**src/rtl/ifetch.sv**
```systemverilog
// Single-entry instruction fetch stage: requests pc from instruction memory, holds the
// returned word for decode and handles redirects. Define IFETCH_TIMEOUT_EN to build the WAIT timeout and ERR state.
module ifetch #(
   parameter int unsigned TIMEOUT_CYCLES = 255,
   parameter logic [31:0] NOP_INST       = 32'h00000013
) (
   input  logic        clk,
   input  logic        rst,
   input  logic [31:0] pc,
   input  logic        flush,
   output logic        imem_req,
   output logic [31:0] imem_addr,
   input  logic        imem_ack,
   input  logic [31:0] imem_rdata,
   output logic [31:0] inst,
   output logic [31:0] inst_pc,
   output logic        inst_valid,
   input  logic        inst_ready,
   output logic        stall,
   output logic        fetch_err
);

`ifdef IFETCH_TIMEOUT_EN
   typedef enum logic [2:0] {IDLE, REQ, WAIT, FULL, ERR} state_t;
   localparam int CNT_W = (TIMEOUT_CYCLES > 1) ? $clog2(TIMEOUT_CYCLES) : 1;
   localparam logic [CNT_W-1:0] CNT_LAST = CNT_W'(TIMEOUT_CYCLES - 1);
`else
   typedef enum logic [1:0] {IDLE, REQ, WAIT, FULL} state_t;
`endif

   state_t      state_q, state_d;
   logic [31:0] inst_q, inst_d;
   logic [31:0] instPc_q, instPc_d;
   logic        drop_q, drop_d;
   logic        inErr;

`ifdef IFETCH_TIMEOUT_EN
   logic [CNT_W-1:0] tmoCnt_q, tmoCnt_d;
   logic             err_q, err_d;
`endif

   always_ff @(posedge clk) begin
      if (rst) begin
         state_q  <= IDLE;
         inst_q   <= NOP_INST;
         instPc_q <= '0;
         drop_q   <= 1'b0;
`ifdef IFETCH_TIMEOUT_EN
         tmoCnt_q <= '0;
         err_q    <= 1'b0;
`endif
      end else begin
         state_q  <= state_d;
         inst_q   <= inst_d;
         instPc_q <= instPc_d;
         drop_q   <= drop_d;
`ifdef IFETCH_TIMEOUT_EN
         tmoCnt_q <= tmoCnt_d;
         err_q    <= err_d;
`endif
      end
   end

   // A flush seen while a word is in flight but without its ack marks that ack as stale.
   always_comb begin
      state_d  = state_q;
      inst_d   = inst_q;
      instPc_d = instPc_q;
      drop_d   = drop_q;
`ifdef IFETCH_TIMEOUT_EN
      tmoCnt_d = '0;
      err_d    = err_q;
`endif
      case (state_q)
         IDLE: state_d = REQ;
         REQ, WAIT: begin
            if (imem_ack) begin
               if (flush || drop_q) begin
                  state_d = REQ;
                  drop_d  = 1'b0;
               end else begin
                  state_d  = FULL;
                  inst_d   = imem_rdata;
                  instPc_d = pc;
               end
            end else begin
               state_d = WAIT;
               if (flush) begin
                  drop_d = 1'b1;
               end
`ifdef IFETCH_TIMEOUT_EN
               if (state_q == WAIT) begin
                  if (tmoCnt_q == CNT_LAST) begin
                     state_d = ERR;
                     err_d   = 1'b1;
                  end else begin
                     tmoCnt_d = tmoCnt_q + 1'b1;
                  end
               end
`endif
            end
         end
         FULL: begin
            if (flush || inst_ready) begin
               state_d = REQ;
            end
         end
`ifdef IFETCH_TIMEOUT_EN
         ERR: state_d = ERR;
`endif
         default: state_d = IDLE;
      endcase
   end

`ifdef IFETCH_TIMEOUT_EN
   assign inErr     = (state_q == ERR);
   assign fetch_err = ~rst & err_q;
`else
   assign inErr     = 1'b0;
   assign fetch_err = 1'b0;
`endif

   // Outputs are masked by rst so the reset values appear while rst is held, not one edge later.
   assign imem_req   = ~rst & ((state_q == REQ) | (state_q == WAIT));
   assign imem_addr  = pc;
   assign inst_valid = ~rst & (state_q == FULL);
   assign inst       = inst_valid ? inst_q : NOP_INST;
   assign inst_pc    = rst ? '0 : instPc_q;
   assign stall      = rst | inErr | ~((inst_valid & inst_ready) | flush);

endmodule

```
**config.mk**
```make
export PLATFORM = sky130hd
export DESIGN_NAME = ifetch
export DESIGN_NICKNAME = d
export VERILOG_FILES = /design/src/rtl/ifetch.sv
export SDC_FILE = /design/constraint.sdc
export NUM_CORES = 1
export LEC_CHECK = 0
export BUFFER_PORTS_ARGS = -buffer_cell sky130_fd_sc_hd__buf_2
export CAP_MARGIN = 20
export CORE_ASPECT_RATIO = 0.9
export CORE_MARGIN = 3
export CORE_UTILIZATION = 40
export DETAILED_ROUTE_END_ITERATION = 8
export HOLD_SLACK_MARGIN = 0.06
export PLACE_DENSITY = 0.86
export SYNTH_ARGS = -nofsm -noshare
export SYNTH_HDL_FRONTEND = slang
export SYNTH_SLANG_ARGS = --single-unit
```
**constraint.sdc**
```tcl
create_clock -name clk -period 1.4 [get_ports clk]
set_input_delay 0.21 -clock clk [delete_from_list [all_inputs] [get_ports clk]]
set_output_delay 0.21 -clock clk [all_outputs]
set_load 0.005 [all_outputs]
```
* After elaboration in Yosys (flattened, before gate mapping) *
Index checks and enable logic that the tools add are counted.

word-level totals
  register bits after elaboration = 67
  output and inout bits = 100
  logic and storage cells = 34

cells by class
  equality and inequality tests = 5
  multiplexer cells = 9
  bitwise gates (word level) = 9
  reduce and logical (&&, ||, !) cells = 7

operators by type and width
  kind                                                 number
  2-to-1 mux 32 bit                                    2
  2-to-1 mux 2 bit                                     3
  one-hot mux 2 bit (3 select lines)                   1
  AND reduction 3 bit                                  2
  equality test 2 bit, second input constant           2
  bitwise AND 1 bit                                    3
  2-to-1 mux 1 bit                                     3
  inverter 1 bit                                       3
  OR 1 bit                                             3
  equality test 2 x 1 -> 1 bit, second input constant  1
  logical NOT 2 bit                                    1
  logical OR 1 bit                                     2
  != test 2 x 1 -> 1 bit, second input constant        1
  != test 2 bit, second input constant                 1
  nonzero test 2 bit                                   1
  OR reduction 2 bit                                   1

* Depth between registers and ports, before layout *
Gate-level depths: netlist (run 1).

  depth in word-level cells = 6
  gate-level depth with buffers = 6

* Least setup slack after synthesis (run 1) *
OpenSTA, ideal clock, no wires.

  path type = register to register
  from = register state_q[0]
  to = register instPc_q[22]
  library setup time = 0.136 ns
  arrival = 1.245 ns
  slack = 0.019 ns
  stages on the path, launching flop included = 7
  buffers on the path = 2
  clock period less this slack = 1.381 ns
  cells stage by stage = dfxtp_1 > ha_1 > and4bb_1 > buf_6 > buf_8 > nand2_1 > a21oi_2

between the ends
  longest elaborated chain between the ends = 3
  elaborated cells between the ends (all ways) = 4

RTL lines
  element                                                                     RTL line  text
  from (decl)                                                                 31        state_t state_q, state_d;
  from (signal assigned)                                                      53        state_q <= state_d;
  equality test 2 x 1 -> 1 bit / equality test 2 bit (equally long branches)  74        case (state_q)
  OR reduction 2 bit *                                                        74
  AND reduction 3 bit (no line) *                                             -
  to (signal assigned)                                                        55        instPc_q <= instPc_d;
  to (decl)                                                                   33        logic [31:0] instPc_q, instPc_d;

Mark *: on every way between the ends. The rest lies on a longest branch, timed or not.
A chain may end at the register's enable or synchronous reset.

* Final worst setup path (run 1) *
  from = register state_q[0]
  to = output inst[17]

between the ends
  longest elaborated chain between the ends = 3

RTL lines
  element              RTL line  text
  equality test 2 bit  126       assign inst_valid = ~rst & (state_q == FULL);
  bitwise AND 1 bit    126
  2-to-1 mux 32 bit    127       assign inst = inst_valid ? inst_q : NOP_INST;
  to (decl)            15        output logic [31:0] inst,

Every way passes these cells.

==> flow_summary_export.csv, run 1 <==
group,metric,value,unit
run_status,outcome,"complete, but fails checks",
run_status,failing_checks,"setup timing",
detailed_routing,postRouteWirelength,9790,µm
sta,final_min_period_over_clock_period,1.20,
sta,final-setup-viol-count,100,
floorplanning,die_y,90.5,µm
cells_and_area,syn_to_final_growth,60.6,%
grt,pin_count_of_the_biggest_net_entering_global_routing,59,
clock_network,clockRootBuffer,"sky130_fd_sc_hd__clkbuf_8",
placement,detailed_place_hpwl,5650,µm
detailed_routing,avgViaCountPerCell,4.89,
synthesis,synth_fp_nets,472,
floorplanning,x_dimension_of_the_die,99.9,µm
synthesis,synth_flop_cell,"sky130_fd_sc_hd__dfxtp_1",
clock_network,tritoncts_sink_count,67,
floorplanning,placeable_area,7620,µm²
power_and_ir_drop,power.ir.vdd_worst,0.696,mV
floorplanning,start_util,0.416,
synthesis,synthCells,402,
synthesis,proportion_of_synthesized_chip_area_in_sequential_cells,0.423,
floorplanning,floorplan.rows,30,
power_and_ir_drop,leak,2.46,nW
clock_network,cts.reportedPaths.clkPinSlew,0.08,ns
clock_network,post_cts_hold_buffer_count,0,
placement,dpl-instance-area,3870,µm²
detailed_routing,wl_per_cell,15.0,µm
critical_path,critPathCaptureType,"output port",
clock_network,worstSkewPairLatency,0.34,ns
synthesis,dominant_cell_by_count_in_the_synthesized_netlist,"sky130_fd_sc_hd__nand2_1",
critical_path,worst-r2r-setup-slack,-0.14,ns
grt,grt_util_all_layers,0.180,
synthesis,netlist_top_cells_area,"sky130_fd_sc_hd__dfxtp_1 (42%), sky130_fd_sc_hd__nand2_1 (15%), sky130_fd_sc_hd__buf_4 (8.0%), sky130_fd_sc_hd__a21oi_1 (7.7%), sky130_fd_sc_hd__nor2b_1 (6.7%)",
floorplanning,die_area,9040,µm²
synthesis,synthAdderAreaFrac,0.00394,
sta,timing.clock.skew,0.00744,ns
sta,fin_ws,-0.279,ns
synthesis,synth_compound_gate_area_share,0.125,
detailed_routing,route.antenna.remaining_nets,0,
grt,first_global_vias,2896,
clock_network,ctsLongestPathBuffers,2,
synthesis,synth_area_per_cell,7.89,µm²
synthesis,synth_top_family_by_area,"simple AND/OR/NAND/NOR gates",
clock_network,cts_made_buffers,9,
sta,timing.fmax,595,MHz
grt,grt_remaining_overflow,0,
critical_path,worst-endpoint-arrival,1.47,ns
clock_network,tritoncts_clock_tree,"done",
grt,initial_antenna_violation_count,0,
cells_and_area,instances_no_fill,653,
detailed_routing,initialDrtViolationCount,65,
clock_network,cts_max_level,3,
cells_and_area,final_cell_area,5090,µm²
critical_path,setup.worst_path.class,"reg2out",
detailed_routing,drc,0,
critical_path,critPathMaxFanout,29,
synthesis,syn-cell-area,3170,µm²
critical_path,cp-start-kind,"register",
sta,rsz_0062_raised_after_global_routing,"yes",
synthesis,synth_top_cell_area_share,0.423,
cells_and_area,fin_nets,622,
cells_and_area,layout.core_utilization,0.669,
synthesis,synth-xor-area-share,0,
power_and_ir_drop,power_density,954,nW/µm²
placement,buffer_ports.inserted,167,
sta,slew_violations,0,
detailed_routing,firstDrtPassIters,4,
sta,final_hold_viol_count,0,
synthesis,ys_async_sr_fraction,0,
synthesis,postSynthRegisterBits,67,
synthesis,yosys_warnings,0,
detailed_routing,dr_total_vias,3194,
grt,grt_first_pass_wirelength,13300,µm
run,drv_cap,0,
min_path,worstHoldPathType,"in2reg",
critical_path,cp_data_required_time,1.19,ns
placement,place.detailed.instances,616,
placement,dp_slack,-0.0674,ns
synthesis,yosys-mux-area-fraction,0,
sta,finalWorstPathRequiredPeriod,1.68,ns
synthesis,ys_types,22,
placement,gpl_wtd_cong,0.794,
synthesis,simple_gate_area_share_of_the_yosys_netlist,0.307,
floorplanning,pin_count,169,
synthesis,synth_enable_flop_cells,0,
cells_and_area,drive_above_1_share,0.628,
synthesis,yosysTopAreaCell,"sky130_fd_sc_hd__dfxtp_1",
synthesis,ys_top_cells_by_count,"sky130_fd_sc_hd__nand2_1 (129), sky130_fd_sc_hd__dfxtp_1 (67), sky130_fd_sc_hd__a21oi_1 (49)",
cells_and_area,antenna_cells,0,
-- metal layers --
metal,wire length (µm),vias to the layer above,part of all wire,GRT usage
li1,-,1536,-,-
met1,3860,1533,0.39,0.206
met2,5200,111,0.53,0.311
met3,602,14,0.061,0.0579
met4,136,0,0.014,0.0637
met5,0,-,0,0
-- flip-flops by register name (all words and copies together), names as in the netlist --
name,cells
drop_q,1
inst_q,32
state_q,2
instPc_q,32
-- critical path, stage by stage (launching register included) --
cell	delay (ns)
sky130_fd_sc_hd__dfxtp_2	0.36
sky130_fd_sc_hd__ha_4	0.14
sky130_fd_sc_hd__nor2b_4	0.19
sky130_fd_sc_hd__buf_12	0.17
sky130_fd_sc_hd__and2_1	0.16
sky130_fd_sc_hd__buf_2	0.11
-- layout by cell type (no fill, tap or decap), types with 4 or more instances in the layout --
cell type,n
sky130_fd_sc_hd__buf_2,162
sky130_fd_sc_hd__nand2_1,68
sky130_fd_sc_hd__dfxtp_1,65
sky130_fd_sc_hd__a21oi_2,59
sky130_fd_sc_hd__nand2_4,44
sky130_fd_sc_hd__nor2b_1,32
sky130_fd_sc_hd__and2_1,28
sky130_fd_sc_hd__nand2_2,17
sky130_fd_sc_hd__clkbuf_8,11
sky130_fd_sc_hd__buf_12,11
sky130_fd_sc_hd__buf_4,9
sky130_fd_sc_hd__buf_6,9
sky130_fd_sc_hd__a21oi_1,5
sky130_fd_sc_hd__nand3b_1,4
-- final timing paths --
kind,end,depth (start not counted),startpoint
max,inst[17],5,state_q[0]
min,inst_q[4],3,imem_rdata[4]
max reg2reg,instPc_q[14],7,state_q[1]
min reg2reg,inst_q[11],2,inst_q[11]
-- per-stage QoR --
step | hold slack [ns] | power (mW) | setup TNS [ns]
after floorplan | 0.311 | 2.54 | 0
after global placement | 0.431 | 2.74 | 0
after detailed placement | 0.427 | 2.76 | -0.568
after CTS | 0.0694 | 4.64 | -10.44
after global routing | 0.0787 | 5.09 | -17.70
final | 0.0848 | 4.86 | -12.72
-- power by group --
group          leakage (nW)  switching (mW)  internal [mW]
logic                  1.82           0.565          0.555
clock network        0.0978           0.751          0.922
registers             0.545          0.0534           2.01
total                  2.46            1.37           3.49
-- cell families (layout without fill, tap and decap cells) --
family | count (synthesis) | after routing
adders and majority gates | 1 | 1
other | 1 | 1
and+or+nand+nor | 204 | 204
AOI/OAI and AO/OA | 67 | 67
buffers and inverters | 62 | 217
DFF | 67 | 67
-- final cells by class --
class | count | area [µm²]
Clock inverter | 5 | 61.3
Sequential cell | 67 | 1340
Multi-Input combinational cell | 273 | 2010
Timing Repair Buffer | 200 | 1400
Fill cell | 615 | 2520
Clock buffer | 11 | 151
Inverter | 1 | 3.75
Tap cell | 96 | 120
-- repair_timing --
action	CTS	global route
pin swaps	10	84
resized for setup	41	152
hold endpoints to repair	0	0
cloned	6	4
setup buffers	10	8
endpoints found under the setup margin	78	100
No activity file was read; power rests on OpenSTA's default activity.
==> run 2, diff against run 1 <==
clock period = 1.5 ns   (was 1.4 ns; I/O delays follow)
==> run 2 against run 1 <==
Net effect: the flow still finishes with violations (setup timing); via count is 6.6% lower; clock power is 8% lower; worst hold slack better by 0.024 ns; sequential share of layout area is 5.6 points higher.
==> flow_summary_export.csv, run 2 (synthesis results as in run 1) <==
group,metric,value,unit
clock_network,cts_made_buffers,9,
grt,grt_remaining_overflow,0,
critical_path,crit_start,"state_q[0]",
critical_path,worst_r2r_startpoint,"state_q[1]",
placement,detailed_place_hpwl,5630,µm
critical_path,crit-reg2reg-capture,"inst_q[25]",
critical_path,setup.worst_path.class,"reg2out",
cells_and_area,drive_above_1_share,0.419,
run,drv_cap,0,
sta,fin_ws,-0.150,ns
critical_path,worst-r2r-setup-slack,0.07,ns
detailed_routing,postRouteWirelength,7560,µm
clock_network,tritoncts_sink_count,67,
sta,rsz_0062_raised_after_global_routing,"yes",
placement,gpl_wtd_cong,0.788,
critical_path,critPathCaptureType,"output port",
power_and_ir_drop,power_density,978,nW/µm²
critical_path,path_buf_inv,2,
floorplanning,die_area,9040,µm²
power_and_ir_drop,switching_power,1.05,mW
floorplanning,pin_count,169,
cells_and_area,fillCellCount,739,
placement,dp_slack,0.0811,ns
detailed_routing,initialDrtViolationCount,74,
power_and_ir_drop,post-layout-total-power,4.11,mW
critical_path,logic_depth_of_the_worst_setup_path_including_buffers,5,
floorplanning,start_util,0.416,
critical_path,cpPeakStageDelay,0.36,ns
detailed_routing,drc,0,
sta,final_hold_viol_count,0,
floorplanning,x_dimension_of_the_die,99.9,µm
floorplanning,floorplan.rows,30,
detailed_routing,route.antenna.remaining_nets,0,
power_and_ir_drop,cell_internal_pwr,3.06,mW
cells_and_area,instances_no_fill,633,
sta,final-setup-viol-count,34,
clock_network,clockRootBuffer,"sky130_fd_sc_hd__clkbuf_8",
critical_path,crit_path_leading_delay_family,"flip-flops",
power_and_ir_drop,sw_frac_of_total,0.256,
floorplanning,placeable_area,7620,µm²
floorplanning,die_y,90.5,µm
cells_and_area,layout.core_utilization,0.551,
run_status,outcome,"complete, but fails checks",
cells_and_area,fin_nets,602,
min_path,worstHoldPathType,"in2reg",
grt,initial_antenna_violation_count,0,
power_and_ir_drop,power.ir.vdd_worst,0.861,mV
detailed_routing,dr_total_vias,2984,
clock_network,cts_max_level,3,
grt,grt_util_all_layers,0.161,
sta,timing.fmax,606,MHz
cells_and_area,top_regs,"instPc_q (32), inst_q (32), state_q (2)",
min_path,hold_wc_startpoint,"imem_rdata[4]",
grt,grt_first_pass_wirelength,12000,µm
clock_network,ctsLongestPathBuffers,2,
sta,timing.clock.skew,0.0101,ns
sta,slew_violations,0,
critical_path,ff_to_ff_path_depth,5,
sta,final_min_period_over_clock_period,1.10,
critical_path,critPathMaxFanout,29,
power_and_ir_drop,clkPwrFrac,0.375,
critical_path,cp_cell_sequence,"ha_4 > nor2b_4 > buf_12 > and2_1 > buf_2",
placement,place.detailed.instances,615,
cells_and_area,layout_common_cells,"sky130_fd_sc_hd__buf_2 (161), sky130_fd_sc_hd__nand2_1 (129), sky130_fd_sc_hd__dfxtp_1 (65)",
run_status,failing_checks,"setup timing",
power_and_ir_drop,share_comb_of_total_power,0.156,
critical_path,slowest_stage,"sky130_fd_sc_hd__dfxtp_2",
cells_and_area,final_common_cell,"sky130_fd_sc_hd__buf_2",
critical_path,worstSetupEndpoint,"inst[19]",
cells_and_area,antenna_cells,0,
cells_and_area,syn_to_final_growth,32.3,%
sta,finalWorstPathRequiredPeriod,1.65,ns
clock_network,worstSkewPairLatency,0.34,ns
detailed_routing,firstDrtPassIters,4,
detailed_routing,avgViaCountPerCell,4.71,
clock_network,cts.reportedPaths.clkPinSlew,0.07,ns
critical_path,cp-start-kind,"register",
grt,first_global_vias,2817,
critical_path,cp_data_required_time,1.27,ns
clock_network,tritoncts_clock_tree,"done",
critical_path,worst-endpoint-arrival,1.42,ns
grt,pin_count_of_the_biggest_net_entering_global_routing,59,
placement,buffer_ports.inserted,167,
power_and_ir_drop,leak,1.92,nW
detailed_routing,wl_per_cell,11.9,µm
power_and_ir_drop,seqPwrFrac,0.470,
[run 2: changes by cell type in the layout (fill, tap and decap cells not counted), sizes merged]
cell	delta
buf	-17
clkbuf	-3
[run 2: how the worst min path moves through the flow]
stage	to	cells after the start
after floorplan	drop_q	1
after global placement	inst_q[0]	3
after detailed placement	instPc_q[24]	2
after CTS	inst_q[4]	3
after global routing	inst_q[0]	3
final	inst_q[4]	3
[run 2: per-layer routing]
| metal | track usage | vias to the layer above | routed length, µm |
|---|---|---|---|
| met5 | 0 | - | 0 |
| met4 | 0.0523 | 0 | 105 |
| met3 | 0.0571 | 12 | 635 |
| met2 | 0.283 | 106 | 3750 |
| met1 | 0.177 | 1369 | 3070 |
| li1 | - | 1497 | - |
[run 2: repair_timing]
item / CTS / global route
gates resized for setup: 19 / 3
setup endpoints to repair: 35 / 37
buffers inserted: 2 / 2
hold buffers: 0 / 0
pin swaps: 1 / 1
[run 2: cell type report]
type	instances	area, µm²	area share
Multi-Input combinational cell	273	1470	0.350
Sequential cell	67	1340	0.320
Timing Repair Buffer	180	1050	0.250
Clock buffer	11	151	0.0361
Tap cell	96	120	0.0286
Clock inverter	5	61.3	0.0146
Inverter	1	3.75	0.000894
[run 2: power by group through the flow]
stage               registers (mW)  logic, mW  clock network [mW]
floorplan                     1.95      0.418                   0
global placement              1.96      0.595                   0
detailed placement            1.96      0.611                   0
CTS                           1.93      0.634                1.59
global route                  1.94      0.706                1.68
finish                        1.93      0.639                1.54
[run 2: metrics by stage]
step	hold WS (ns)	cell area [µm²]	TNS [ns]
final	0.108	4200	-4.11
after detailed placement	0.442	3860	0
after global routing	0.0896	4200	-7.27
after global placement	0.435	3860	0
after CTS	0.0926	4180	-4.75
after floorplan	0.326	3170	0
[run 2: worst reg2reg max path: stages (launching register included)]
cell and delay [ns]:
sky130_fd_sc_hd__dfxtp_2 0.34, sky130_fd_sc_hd__ha_4 0.29, sky130_fd_sc_hd__and4bb_2 0.31, sky130_fd_sc_hd__buf_12 0.20, sky130_fd_sc_hd__nand2_1 0.10, sky130_fd_sc_hd__a21oi_2 0.13
